===== config.mk =====
export PLATFORM = sky130hd
export DESIGN_NAME = share_masker
export DESIGN_NICKNAME = d
export VERILOG_FILES = /design/src/rtl/masker_pkg.sv /design/src/rtl/mask_lfsr.sv /design/src/rtl/share_masker.sv
export SDC_FILE = /design/constraint.sdc
export NUM_CORES = 1
export LEC_CHECK = 0
export CELL_PAD_IN_SITES_DETAIL_PLACEMENT = 0
export CELL_PAD_IN_SITES_GLOBAL_PLACEMENT = 1
export CORE_ASPECT_RATIO = 1.2
export CORE_MARGIN = 2
export CORE_UTILIZATION = 30
export CTS_CLUSTER_DIAMETER = 50
export DETAILED_ROUTE_END_ITERATION = 7
export PLACE_DENSITY = 0.73
export RECOVER_POWER = 100
export SLEW_MARGIN = 20
export SYNTH_ARGS = -nofsm -noshare
export SYNTH_HDL_FRONTEND = slang
export SYNTH_SLANG_ARGS = --single-unit
export TNS_END_PERCENT = 20

===== constraint.sdc =====
create_clock -name clk -period 2.3 [get_ports clk]
set_clock_uncertainty 0.15 [all_clocks]
set_input_delay 0.23 -clock clk [delete_from_list [all_inputs] [get_ports clk]]
set_output_delay 0.23 -clock clk [all_outputs]
set_load 0.02 [all_outputs]

===== src/rtl/masker_pkg.sv =====
// Shared constants, FSM encoding and the single-step Galois LFSR function
// used by the share encoder and its mask source.
package masker_pkg;

    localparam logic [31:0] LFSR_TAPS    = 32'h8020_0003;
    localparam logic [31:0] DEFAULT_SEED = 32'hACE1_2468;

    typedef enum logic {
        WARMUP = 1'b0,
        RUN    = 1'b1
    } fsm_t;

    // One right-shifting Galois step of x^32+x^22+x^2+x+1.
    function automatic logic [31:0] lfsr_step(input logic [31:0] s);
        return s[0] ? ((s >> 1) ^ LFSR_TAPS) : (s >> 1);
    endfunction

endpackage


===== src/rtl/mask_lfsr.sv =====
// Reseedable 32-bit Galois LFSR; each advance moves the state three steps so
// that the three mask bits of consecutive draws never overlap.
module mask_lfsr
    import masker_pkg::*;
#(
    parameter logic [31:0] SEED = DEFAULT_SEED
) (
    input  logic        clk,
    input  logic        rst,
    input  logic        advance,
    input  logic        load,
    input  logic [31:0] load_value,
    output logic [31:0] state
);

    logic [31:0] state_reg;
    logic [31:0] chain [0:3];

    assign chain[0] = state_reg;

    generate
        for (genvar gi = 0; gi < 3; gi++) begin : g_step
            assign chain[gi+1] = lfsr_step(chain[gi]);
        end
    endgenerate

    // A load always overrides an advance in the same cycle.
    always_ff @(posedge clk or posedge rst) begin
        if (rst) begin
            state_reg <= SEED;
        end else if (load) begin
            state_reg <= load_value;
        end else if (advance) begin
            state_reg <= chain[3];
        end
    end

    assign state = state_reg;

endmodule


===== src/rtl/share_masker.sv =====
// First-order Boolean share encoder for the masked half adder: splits A and B
// into two shares each, adds a refresh bit, and presents them through a
// one-entry valid/ready output register.
module share_masker
    import masker_pkg::*;
#(
    parameter int          LFSR_W        = 32,
    parameter logic [31:0] SEED          = DEFAULT_SEED,
    parameter int          WARMUP_CYCLES = 8
) (
    input  logic              clk,
    input  logic              rst,
    input  logic              in_valid,
    output logic              in_ready,
    input  logic              A,
    input  logic              B,
    output logic              out_valid,
    input  logic              out_ready,
    output logic              A0,
    output logic              A1,
    output logic              B0,
    output logic              B1,
    output logic              rN,
    input  logic              seed_valid,
    input  logic [LFSR_W-1:0] seed_data
);

    localparam logic [7:0] WARMUP_LAST = 8'(WARMUP_CYCLES - 1);

    fsm_t        state_reg, state_next;
    logic [7:0]  cnt_reg, cnt_next;
    logic        ready_c;
    logic        advance;
    logic        accept;
    logic [31:0] lfsr_state;
    logic [31:0] load_value;

    logic        out_valid_reg;
    logic        a0_reg, a1_reg, b0_reg, b1_reg, rn_reg;

    always_comb begin
        state_next = state_reg;
        cnt_next   = cnt_reg;
        ready_c    = 1'b0;
        advance    = 1'b0;
        case (state_reg)
            WARMUP: begin
                advance = 1'b1;
                if (cnt_reg == WARMUP_LAST) begin
                    state_next = RUN;
                    cnt_next   = 8'd0;
                end else begin
                    cnt_next = cnt_reg + 8'd1;
                end
            end
            RUN: begin
                ready_c = !seed_valid && (!out_valid_reg || out_ready);
                advance = in_valid && ready_c;
            end
            default: begin
                state_next = WARMUP;
                cnt_next   = 8'd0;
            end
        endcase
        // Reseed beats everything, including a handshake in the same cycle.
        if (seed_valid) begin
            state_next = WARMUP;
            cnt_next   = 8'd0;
            advance    = 1'b0;
        end
    end

    assign accept     = in_valid && ready_c;
    assign load_value = (seed_data == '0) ? SEED : 32'(seed_data);

    always_ff @(posedge clk or posedge rst) begin
        if (rst) begin
            state_reg <= WARMUP;
            cnt_reg   <= 8'd0;
        end else begin
            state_reg <= state_next;
            cnt_reg   <= cnt_next;
        end
    end

    mask_lfsr #(
        .SEED(SEED)
    ) u_lfsr (
        .clk       (clk),
        .rst       (rst),
        .advance   (advance),
        .load      (seed_valid),
        .load_value(load_value),
        .state     (lfsr_state)
    );

    // Plaintext only ever reaches the register file XORed with a fresh mask.
    always_ff @(posedge clk or posedge rst) begin
        if (rst) begin
            out_valid_reg <= 1'b0;
            a0_reg        <= 1'b0;
            a1_reg        <= 1'b0;
            b0_reg        <= 1'b0;
            b1_reg        <= 1'b0;
            rn_reg        <= 1'b0;
        end else if (seed_valid) begin
            out_valid_reg <= 1'b0;
        end else if (accept) begin
            out_valid_reg <= 1'b1;
            a0_reg        <= A ^ lfsr_state[0];
            a1_reg        <= lfsr_state[0];
            b0_reg        <= B ^ lfsr_state[1];
            b1_reg        <= lfsr_state[1];
            rn_reg        <= lfsr_state[2];
        end else if (out_ready) begin
            out_valid_reg <= 1'b0;
        end
    end

    assign in_ready  = ready_c;
    assign out_valid = out_valid_reg;
    assign A0        = a0_reg;
    assign A1        = a1_reg;
    assign B0        = b0_reg;
    assign B1        = b1_reg;
    assign rN        = rn_reg;

endmodule


=== Word level (Yosys, flattened, before mapping) ===
Cells that the tools add are included.

* Add/sub/neg operators: 1
* Eq/ne operators: 2
* Multiplexer cells: 18
* Bitwise gates (word level): 7
* Reductions and logical operators: 10

{| class="wikitable"
|+ Operators by type and width
! kind !! count
|-
| $mux W32 || 6
|-
| $logic_not A32 Y1 || 1
|-
| $mux W8 || 3
|-
| $not A3 Y4 || 3
|-
| $add A8 B1 Y8 const B || 1
|-
| $eq A8 B3 Y1 const B || 1
|-
| $mux W1 || 8
|-
| $logic_and A1 B1 Y1 || 3
|-
| $reduce_bool A3 Y1 || 1
|-
| $logic_not A1 Y1 || 2
|-
| $ne A2 B2 Y1 const B || 1
|-
| $not A1 Y1 || 2
|-
| $pmux W1 S2 || 1
|-
| $reduce_and A2 Y1 || 1
|-
| $reduce_bool A2 Y1 || 1
|-
| $xor A1 B1 Y1 || 2
|-
| $logic_or A1 B1 Y1 || 1
|}

* Register bits after elaboration: 47
* Input port bits: 39
* Output and inout bits: 7
* Word-level logic and storage cells: 47

=== Longest topological paths before layout ===
Gate-level depths: netlist (run 1).

* Depth in word-level cells: 8
* Gate-level depth with buffers: 6
* Gate-level depth less buffers: 5

=== Hierarchy ===
From an unflattened synthesis (run 1), not the netlist that was laid out.

* Cells, all modules: 271
* Area total of the unflattened synthesis: 2,541.2 um^2

{| class="wikitable"
|+ By module, submodules not included
! module !! times used !! cells an instance !! area each (um^2) !! seq. area each (um^2)
|-
| mask_lfsr || 1 || 156 || 1,599.0 || 817.0
|-
| share_masker || 1 || 115 || 942.2 || 375.4
|}

=== Worst setup path before layout (run 1) ===
No wires, ideal clock.

* Path type: register to register
* From: reg cnt_reg[4]
* To: reg cnt_reg[7]
* Arrival time: 1.484 ns
* Slack: 0.535 ns
* Cell stages (with the launch flop): 5
* Path buffers: 0
* Clock period less this slack: 1.765 ns
* Cells stage by stage: dfrtp_1 or4_4 o31a_4 a41oi_1 a31oi_1

* Longest elaborated chain between the ends: 4

{| class="wikitable"
|+ Ends and longest elaborated chain
! element !! RTL line !! source
|-
| start: declaration || share_masker.sv:31 || <nowiki>logic [7:0] cnt_reg, cnt_next;</nowiki>
|-
| start signal: assignment || share_masker.sv:82 || <nowiki>cnt_reg <= cnt_next;</nowiki>
|-
| $add A8 B1 Y8 / $eq A8 B3 Y1 (equally long branches) || share_masker.sv:53, share_masker.sv:49 ||
|-
| $mux W8 (*) || share_masker.sv:49 || <nowiki>if (cnt_reg == WARMUP_LAST) begin</nowiki>
|-
| $mux W8 (*) || share_masker.sv:46 || <nowiki>case (state_reg)</nowiki>
|-
| $mux W8 (*) || share_masker.sv:66 || <nowiki>if (seed_valid) begin</nowiki>
|}

Every way passes the cells marked *; elsewhere a longest branch is shown, timed or not. The select of a mux whose other input is x is not followed.
A chain may end at the register's enable or synchronous reset.

=== Final worst setup path (run 1) ===
* From: in seed_valid
* To: out in_ready

* Longest elaborated chain between the ends: 3

{| class="wikitable"
|+ Ends and longest elaborated chain
! element !! RTL line !! source
|-
| start: declaration || share_masker.sv:24 || <nowiki>input logic seed_valid,</nowiki>
|-
| $logic_not A1 Y1 || share_masker.sv:57 || <nowiki>ready_c = !seed_valid && (!out_valid_reg || out_ready);</nowiki>
|-
| $logic_and A1 B1 Y1 || share_masker.sv:57 ||
|-
| $mux W1 || share_masker.sv:46 ||
|-
| end: declaration || share_masker.sv:14 || <nowiki>output logic in_ready,</nowiki>
|}

Every way passes these cells.

==> results of run 1 <==
critical path, cell delays in order:
cell and delay [ns]:
dlygate4sd3_1 0.60, nor2b_1 0.14, and2_1 0.12, dlygate4sd3_1 0.66
kinds of logic after synthesis:
group / count (synthesis)
fa+ha+maj: 1
flops: 47
mux: 3
compound gates: 80
buf+inv: 26
xor+xnor: 11
simple gates: 59
Yosys cell counts, types with 3 or more instances:
master / count / area (um2)
a2bb2oi_1: 12 / 105.1
dfstp_2: 13 / 341.6
xnor2_1: 7 / 61.31
nand2b_1: 6 / 37.54
nor2b_1: 4 / 25.02
nand2_1: 19 / 71.32
mux2_2: 3 / 33.78
xor2_1: 4 / 35.03
nor4_1: 8 / 50.05
a21o_1: 3 / 22.52
nor2_1: 7 / 26.28
dfrtp_1: 34 / 850.8
nand3_1: 4 / 20.02
buf_2: 5 / 25.02
a31oi_1: 3 / 18.77
clkbuf_1: 5 / 18.77
a22oi_1: 14 / 105.1
buf_1: 3 / 11.26
a21oi_1: 3 / 15.01
o21ai_0: 33 / 165.2
inv_1: 13 / 48.80
how the worst min path moves through the flow:
stage / from / endpoint / slack (ns)
2_1_floorplan: seed_data[0] / u_lfsr.state[0] / 0.20
3_3_place_gp: u_lfsr.state[13] / u_lfsr.state[13] / 0.31
3_5_place_dp: u_lfsr.state[27] / u_lfsr.state[27] / 0.31
4_1_cts: rst / A0 / 0.26
5_1_grt: u_lfsr.state[27] / u_lfsr.state[27] / 0.34
6_report: u_lfsr.state[13] / u_lfsr.state[13] / 0.32
layout make-up:
type | instances | area [um2]
fill | 780 | 4619
sequential | 47 | 1192
multi-input combinational | 154 | 994.7
timing repair buffer | 54 | 505.5
tap | 92 | 115.1
clock buffer | 8 | 100.1
inverter | 13 | 48.80
cells in the final DEF, fill, tap and decap left out, drive strengths merged, types with 4 or more instances in the layout:
cell / instances
inv: 12
nand2: 19
dfrtp: 34
a22oi: 14
dfstp: 13
clkdlybuf4s50: 36
nor2b: 4
a2bb2oi: 12
nor4: 8
clkbuf: 12
nor2: 7
buf: 5
xnor2: 7
dlygate4sd3: 9
o21ai: 35
nand2b: 6
nand3: 4
xor2: 4
through the flow:
stage          utilization  hold slack (ns)  cells  power, W
2_1_floorplan            -           0.1957    227  0.001201
3_3_place_gp        0.3807           0.3054    360  0.001363
3_5_place_dp        0.3807           0.3127    360  0.001371
4_1_cts             0.3939           0.2640    368  0.001928
5_1_grt             0.3903           0.3354    368  0.001990
6_report            0.3903           0.3224    368  0.001888
power groups by stage:
stage | clock (W) | combinational [W] | sequential (W)
2_1_floorplan | 0 | 0.000198 | 0.00100
3_3_place_gp | 0 | 0.000347 | 0.00102
3_5_place_dp | 0 | 0.000352 | 0.00102
4_1_cts | 0.000569 | 0.000354 | 0.00100
5_1_grt | 0.000601 | 0.000372 | 0.00102
6_report | 0.000547 | 0.000339 | 0.00100
layer usage:
metal	track usage	share of wire	up-vias
li1	-	-	923
met1	0.1856	0.44	915
met2	0.2554	0.52	48
met3	0.02796	0.033	4
met4	0.03350	0.0062	0
met5	0	0	-
==> results.md, run 1 <==
* Total Routed Length at 5.931 mm
* Clock sink total at 47
* Proportion of layout cells with a drive suffix above 1 at 0.1304
* Die width at ~84 um
* End of the worst register-to-register path: cnt_reg[7]
* Worst skew pair latency at 0.29 ns
* Largest net degree at the start of global routing at 48
* Run status: complete, no violations
* Number of synthesized flops with an enable pin at 0
* 1st-pass router iterations at 4
* Sw frac at 0.2640
* Mapped cell area at 2302 um2
* Multiplexer area fraction after synthesis at 0.01467
* Avg Cell Area, Syn at between 10 and 15 um2
* Clock root buffer master: clkbuf_8
* Inserted Clock Buffers at 5
* Worst slack after detailed placement at 0.02148 ns
* ANT nets after route at 0
* N_diodes at 0
* H-Tree Depth at 2
* CTS hold repair buffers at 0
* Clk slew on worst S/H paths at about 0.09 ns
* Final setup viols at 0
* Yosys cell types at 40
* CTS tree: built
* CP Launch Point: seed_valid
* Slew Limit Fails at 0
* Synth Area in Compound Gates at 0.2413
* Hold Path Cell Cnt at 2
* WL/cell at 16.12 um
* Max cap viols at 0
* Setup TNS at 0 ns
* Worst hold path class: reg2reg
* Final period util at 0.9294
* Synthesized instance count at 227
* Critical Path Start Type: input port
* Total core area at 7576 um2
* # resized after CTS at 0
* DRC Markers at 0
* Crit path time final at 2.138 ns
* Post-synthesis sequential area ratio at 0.5179
* Synthesis Warnings at 0
* Final-report hold violation count at 0
* Post-Synth Adder-Cell Area at 0.005435
* Highest clock rate at 467.8 MHz
* CP endpoint: in_ready
* Pleak at 1.234 nW
* Synth Flop Type: dfrtp_1
* Number of post-CTS setup repair buffers at 0
* Worst slew margin at 0.2024
* Post-synthesis simple-gate area fraction at 0.1337
* Initial DRC Count at 58
* GPL Wtd Cong at 0.7818
* Initial core utilization at 0.3039
* Standard-cell rows at 35
* RSZ-0062 raised after global routing: no
* Tot GR Track Use at 0.1452
* Yosys reg bits at between 40 and 50
* Vias in the first global route at roughly 1900
* FF-to-FF path depth at 4
* Reg2Reg Launch Point: cnt_reg[4]
* Antenna violations before repair at 0
* Finished Cell Area at 2957 um2
* Post-Synth XOR/XNOR Area at 0.04185
* Int Pwr at 0.001389 W
* Required time worst endpoint at 1.92 ns
* First-pass GRT wire length at 9.660 mm
* Vias at 1890
* Setup slack after layout at approximately 0.16 ns
* Die Y at 99.96 um
* Final Net Count at 315
* NetSw at 0.0004985 W
* DP HPWL at 4.359 mm
* Worst Path Max Fanout at 4
* Power per cell area at approximately 640 nW/um2
* I/O Pins at 46
* Worst setup EP type: primary output
* Clock Tree Buf Depth at 2
* Peak supply drop at 0.2887 mV
* Max reg flops at 32
* Sequential share of power at 0.530
* FF-to-FF setup slack at between 0.3 and 0.4 ns
* Critical path class: in2out
* Comb pwr share at 0.180
* Syn Nets at between 200 and 300
* Async S/R FF share, synth at 1.000
* Largest family of logic cells by synthesized area: compound AO/OA/AOI/OAI gates
* Port Buffer Count at 45
* DR vias/cell at 5.136
* Die area at 8394 um2
* Layout area overhead at 28.42%
* GRT overflow at 0
* Post-DP Area at about 2900 um2
* Slew @ Worst Pin at 1.196 ns
* Worst EP arrival at about 1.8 ns
* Clk pwr share at 0.290
No activity file was read; power rests on OpenSTA's default activity.
==> run 2: changes to the inputs <==
- CORE_ASPECT_RATIO: 1.2 -> 0.7
==> run 2 against run 1 <==
  * Global-route usage grew 0.19 points
  * Largest cell class unchanged
  * Fmax is essentially flat
  * Largest power group unchanged
  * Sequential cell count is the same
  * Highest routed layer unchanged
==> results.md, run 2 (same netlist as run 1, synthesis figures left out) <==
* Sequential share of power at 0.542
* ANT nets after route at 0
* Vias in the first global route at 1868
* Port Buffer Count at 45
* Worst hold path class: reg2reg
* Sw frac at 0.2641
* Most frequent cells in the layout: clkdlybuf4s50_1, o21ai_0, dfrtp_1, nand2_1, a22oi_1
* Clock sink total at between 40 and 50
* Final period util at 0.9293
* Max reg flops at 32
* Worst skew pair latency at 0.29 ns
* Setup TNS at 0 ns
* Worst Path Max Fanout at 6
* Clk pwr share at 0.272
* CP max stage delay at 0.62 ns
* I/O Pins at 46
* Crit path time final at 2.137 ns
* Worst setup EP type: primary output
* Final-report hold violation count at 0
* Max stage delay cell, worst path: dlygate4sd3_1
* H-Tree Depth at 2
* Critical Path Start Type: input port
* Die area at around 8400 um2
* Layout filler cell count at 740
* Util after Layout at 0.4059
* Slew Limit Fails at 0
* Required time worst endpoint at 1.92 ns
* DRC Markers at 0
* Final setup viols at 0
* Clock root buffer master: clkbuf_8
* Critical path class: in2out
* Worst EP arrival at approximately 1.8 ns
* Buffers & Inverters on Critical Path at 2
* Die width at ~110 um
* Total Routed Length at around 5.9 mm
* Run status: complete, no violations
* GRT overflow at 0
* CTS hold repair buffers at 0
* Max cap viols at 0
* Number of post-CTS setup repair buffers at 0
* RSZ-0062 raised after global routing: no
* Worst-path cell chain: dlygate4sd3_1 -> nor2b_1 -> and2_1 -> clkdlybuf4s50_1
* Pleak at 1.243 nW
* WL/cell at 15.66 um
* Worst slew margin at 0.2341
* DR vias/cell at 5.085
* Reg area at 1192 um2
* Largest net degree at the start of global routing at 48
* NetSw at 0.0004871 W
* Peak supply drop at 0.2508 mV
* Antenna violations before repair at 0
* Standard-cell rows at 26
* Overall power at 0.001845 W
* CTS tree: built
* Final Net Count at 318
* 1st-pass router iterations at 4
* First-pass GRT wire length at 9.597 mm
* # resized after CTS at 0
* Layout area overhead at 29.62%
* Power per cell area at 618.1 nW/um2
* Proportion of layout cells with a drive suffix above 1 at 0.1434
* Inserted Clock Buffers at 5
* Delay-heaviest family, CP: buffers and inverters
* Vias at roughly 1900
* Slew @ Worst Pin at roughly 1.1 ns
* Commonest non-fill, non-tap cell in the layout: clkdlybuf4s50_1
* Highest clock rate at 467.9 MHz
* N_diodes at 0
* Int Pwr at roughly 0.0014 W
* Total core area at 7352 um2
* Initial core utilization at 0.3131
* DP HPWL at 4.417 mm
* Multi-input gate area at 998.5 um2
* Initial DRC Count at roughly 130
* Hold WS at around 0.32 ns
* Clock Tree Buf Depth at 2
* Die Y at about 77 um
* GPL Wtd Cong at 0.8104
* Clk slew on worst S/H paths at roughly 0.080 ns
* Tot GR Track Use at 0.1471
* Comb pwr share at 0.185
[run 2: worst min-delay path, delay by kind of cell (launching register included)]
family          cells  cell delay [ns]
compound gates      1             0.05
flops               1             0.38
simple gates        1             0.05
[run 2: worst paths after layout]
kind	start	to	slack, ns	cells after the start
worst max-delay path	seed_valid	in_ready	0.16	4
worst min-delay path	u_lfsr.state[31]	u_lfsr.state[31]	0.32	2
worst max register to register	cnt_reg[4]	cnt_reg[7]	0.35	4
worst min register to register	u_lfsr.state[31]	u_lfsr.state[31]	0.32	2
max in group asynchronous	rst	A0	0.70	3
min in group asynchronous	rst	cnt_reg[3]	0.58	3
[run 2: layout make-up]
type                            instances  area share
Clock inverter                          1    0.001677
Tap cell                               98     0.04109
Timing Repair Buffer                   57      0.1778
Inverter                               13     0.01635
Clock buffer                            7     0.02893
Sequential cell                        47      0.3996
Multi-Input combinational cell        154      0.3346
[run 2: routing by layer]
layer	vias to the layer above	routed length, um	global-route usage
met5	-	0	0
li1	927	-	-
met2	55	2446	0.2044
met3	4	397	0.03231
met4	0	43	0.03462
met1	931	3015	0.2288
[run 2: metrics by stage]
| step | std cells | cell area, um2 | setup WS, ns |
|---|---|---|---|
| global route | 377 | 2984 | 0.1096 |
| detailed placement | 369 | 2914 | 0.09453 |
| floorplan | 227 | 2302 | 0.5349 |
| finish | 377 | 2984 | 0.1627 |
| CTS | 377 | 3005 | 0.2370 |
| global placement | 369 | 2914 | 0.1792 |
[run 2: power by group through the flow]
stage | combinational (W) | clock [W] | sequential (W)
2_1_floorplan | 0.000198 | 0 | 0.00100
3_3_place_gp | 0.000351 | 0 | 0.00102
3_5_place_dp | 0.000351 | 0 | 0.00102
4_1_cts | 0.000355 | 0.000525 | 0.00100
5_1_grt | 0.000379 | 0.000553 | 0.00102
6_report | 0.000342 | 0.000502 | 0.00100
==> run 3: changes to the inputs <==
- clock period: 2.3 -> 2.78 ns (I/O delays scaled with it)
==> run 3 against run 2 <==
  * Sequential cell count stayed put
  * Via count is 1.6% lower
  * Register-to-register slack improved by 0.21 ns
  * Die area unchanged
  * Core utilization rose by 0.085 points
  * Critical path type unchanged
  * Largest cell class unchanged
==> results.md, run 3 (same netlist as run 1, synthesis figures left out) <==
* DR vias/cell at 5.073
* Clock Tree Buf Depth at 2
* Final period util at 0.8869
* DP HPWL at 4.430 mm
* Final setup viols at 0
* Layout area overhead at 29.89%
* Final Net Count at roughly 310
* Clock sink total at 47
* Die Y at 77.29 um
* Worst slack after detailed placement at 0.4748 ns
* Vias at 1887
* Port Buffer Count at 45
* Sequential share of power at 0.486
* # resized after CTS at 0
* Most frequent cells in the layout: clkdlybuf4s50_1, o21ai_0, dfrtp_1, nand2_1, a22oi_1
* N_diodes at 0
* WL/cell at 16.15 um
* Critical path class: in2out
* CP max stage delay at 0.66 ns
* Die area at between 8000 and 9000 um2
* CTS tree: built
* Tot GR Track Use at 0.1516
* Max reg flops at 32
* Proportion of layout cells with a drive suffix above 1 at 0.1277
* I/O Pins at 46
* GPL Wtd Cong at 0.7827
* Worst Path Max Fanout at 7
* Layout filler cell count at 755
* H-Tree Depth at 2
* Sw frac at 0.2517
* Max stage delay cell, worst path: dlygate4sd3_1
* Comb pwr share at 0.163
* DRC Markers at 0
* RSZ-0062 raised after global routing: no
* Cell repeated most along the worst path: dlygate4sd3_1
* Worst skew pair latency at 0.31 ns
* Worst-path cell chain: dlygate4sd3_1 -> nor2b_1 -> and2_1 -> dlygate4sd3_1
* NetSw at 0.0004304 W
* Vias in the first global route at 1826
* Standard-cell rows at 26
* Crit path time final at 2.466 ns
* Initial DRC Count at 117
* Antenna violations before repair at 0
* Die width at 108.7 um
* Highest clock rate at between 400 and 500 MHz
* Commonest non-fill, non-tap cell in the layout: clkdlybuf4s50_1
* Inserted Clock Buffers at 5
* ANT nets after route at 0
* Slew @ Worst Pin at 0.9118 ns
* Clock root buffer master: clkbuf_8
* Total Routed Length at about 6.0 mm
* Run status: complete, no violations
* 1st-pass router iterations at 4
* Clk pwr share at 0.351
* GRT overflow at 0
* Initial core utilization at 0.3131
* Number of post-CTS setup repair buffers at 0
* Multi-input gate area at about 980 um2
* Worst hold path class: reg2reg
* Int Pwr at 0.001279 W
* Max cap viols at 0
* First-pass GRT wire length at 9.625 mm
* Worst EP arrival at 2.04 ns
* Final-report hold violation count at 0
* Required time worst endpoint at around 2.4 ns
* Pleak at 1.244 nW
* Critical Path Start Type: input port
* Worst slew margin at 0.3915
* Clk slew on worst S/H paths at about 0.080 ns
* CTS hold repair buffers at 0
* Slew Limit Fails at 0
* Power per cell area at 571.8 nW/um2
* Peak supply drop at just under 0.2 mV
* Setup TNS at 0 ns
* Total core area at 7352 um2
* Worst setup EP type: primary output
* Reg area at 1192 um2
* Setup slack after layout at 0.3145 ns
* Largest net degree at the start of global routing at 39
==> run 3: final timing paths <==
path	endpoint	cells past startpoint	slack, ns	startpoint
max in group asynchronous	u_lfsr.state[29]	3	1.30	rst
worst max register to register	cnt_reg[5]	4	0.56	cnt_reg[4]
worst min register to register	u_lfsr.state[13]	2	0.32	u_lfsr.state[13]
worst min-delay path	u_lfsr.state[13]	2	0.32	u_lfsr.state[13]
min in group asynchronous	u_lfsr.state[7]	2	0.46	rst
worst max-delay path	in_ready	4	0.31	seed_valid
==> run 3: worst max-delay path: cells and delay by family <==
family / cells / cell delay [ns]
simple gates: 2 / 0.46
buf+inv: 2 / 1.29
==> run 3: power by group through the flow <==
stage	logic (W)	registers, W	clock network [W]
CTS	0.000294	0.000832	0.000618
detailed placement	0.000292	0.000844	0
floorplan	0.000164	0.000830	0
global placement	0.000289	0.000841	0
global route	0.000309	0.000840	0.000652
finish	0.000279	0.000831	0.000600
==> run 3: final cells by class <==
cell class	count	area share
clock inverters	3	0.02259
well taps	98	0.04100
flip-flops and latches	47	0.3987
clock buffers	5	0.02301
inverters	13	0.01632
multi-input cells	154	0.3293
repair buffers	52	0.1690
==> run 3: metal layers <==
layer / up-vias / global-route usage / wire length (um)
li1: 914 / - / -
met4: 0 / 0.04615 / 82
met2: 55 / 0.2088 / 2487
met5: - / 0 / 0
met1: 911 / 0.2339 / 3050
met3: 7 / 0.03231 / 387
==> run 3: stage by stage <==
step | std cells | power (W) | instance area (um2) | hold slack, ns | util
final | 372 | 0.001710 | 2990 | 0.3214 | 0.4067
after CTS | 372 | 0.001744 | 3025 | 0.1882 | 0.4115
after detailed placement | 364 | 0.001136 | 2889 | 0.3092 | 0.3930
after global placement | 364 | 0.001130 | 2889 | 0.3038 | 0.3930
after global routing | 372 | 0.001801 | 2990 | 0.3381 | 0.4067
after floorplan | 227 | 0.0009933 | 2302 | 0.2437 | -
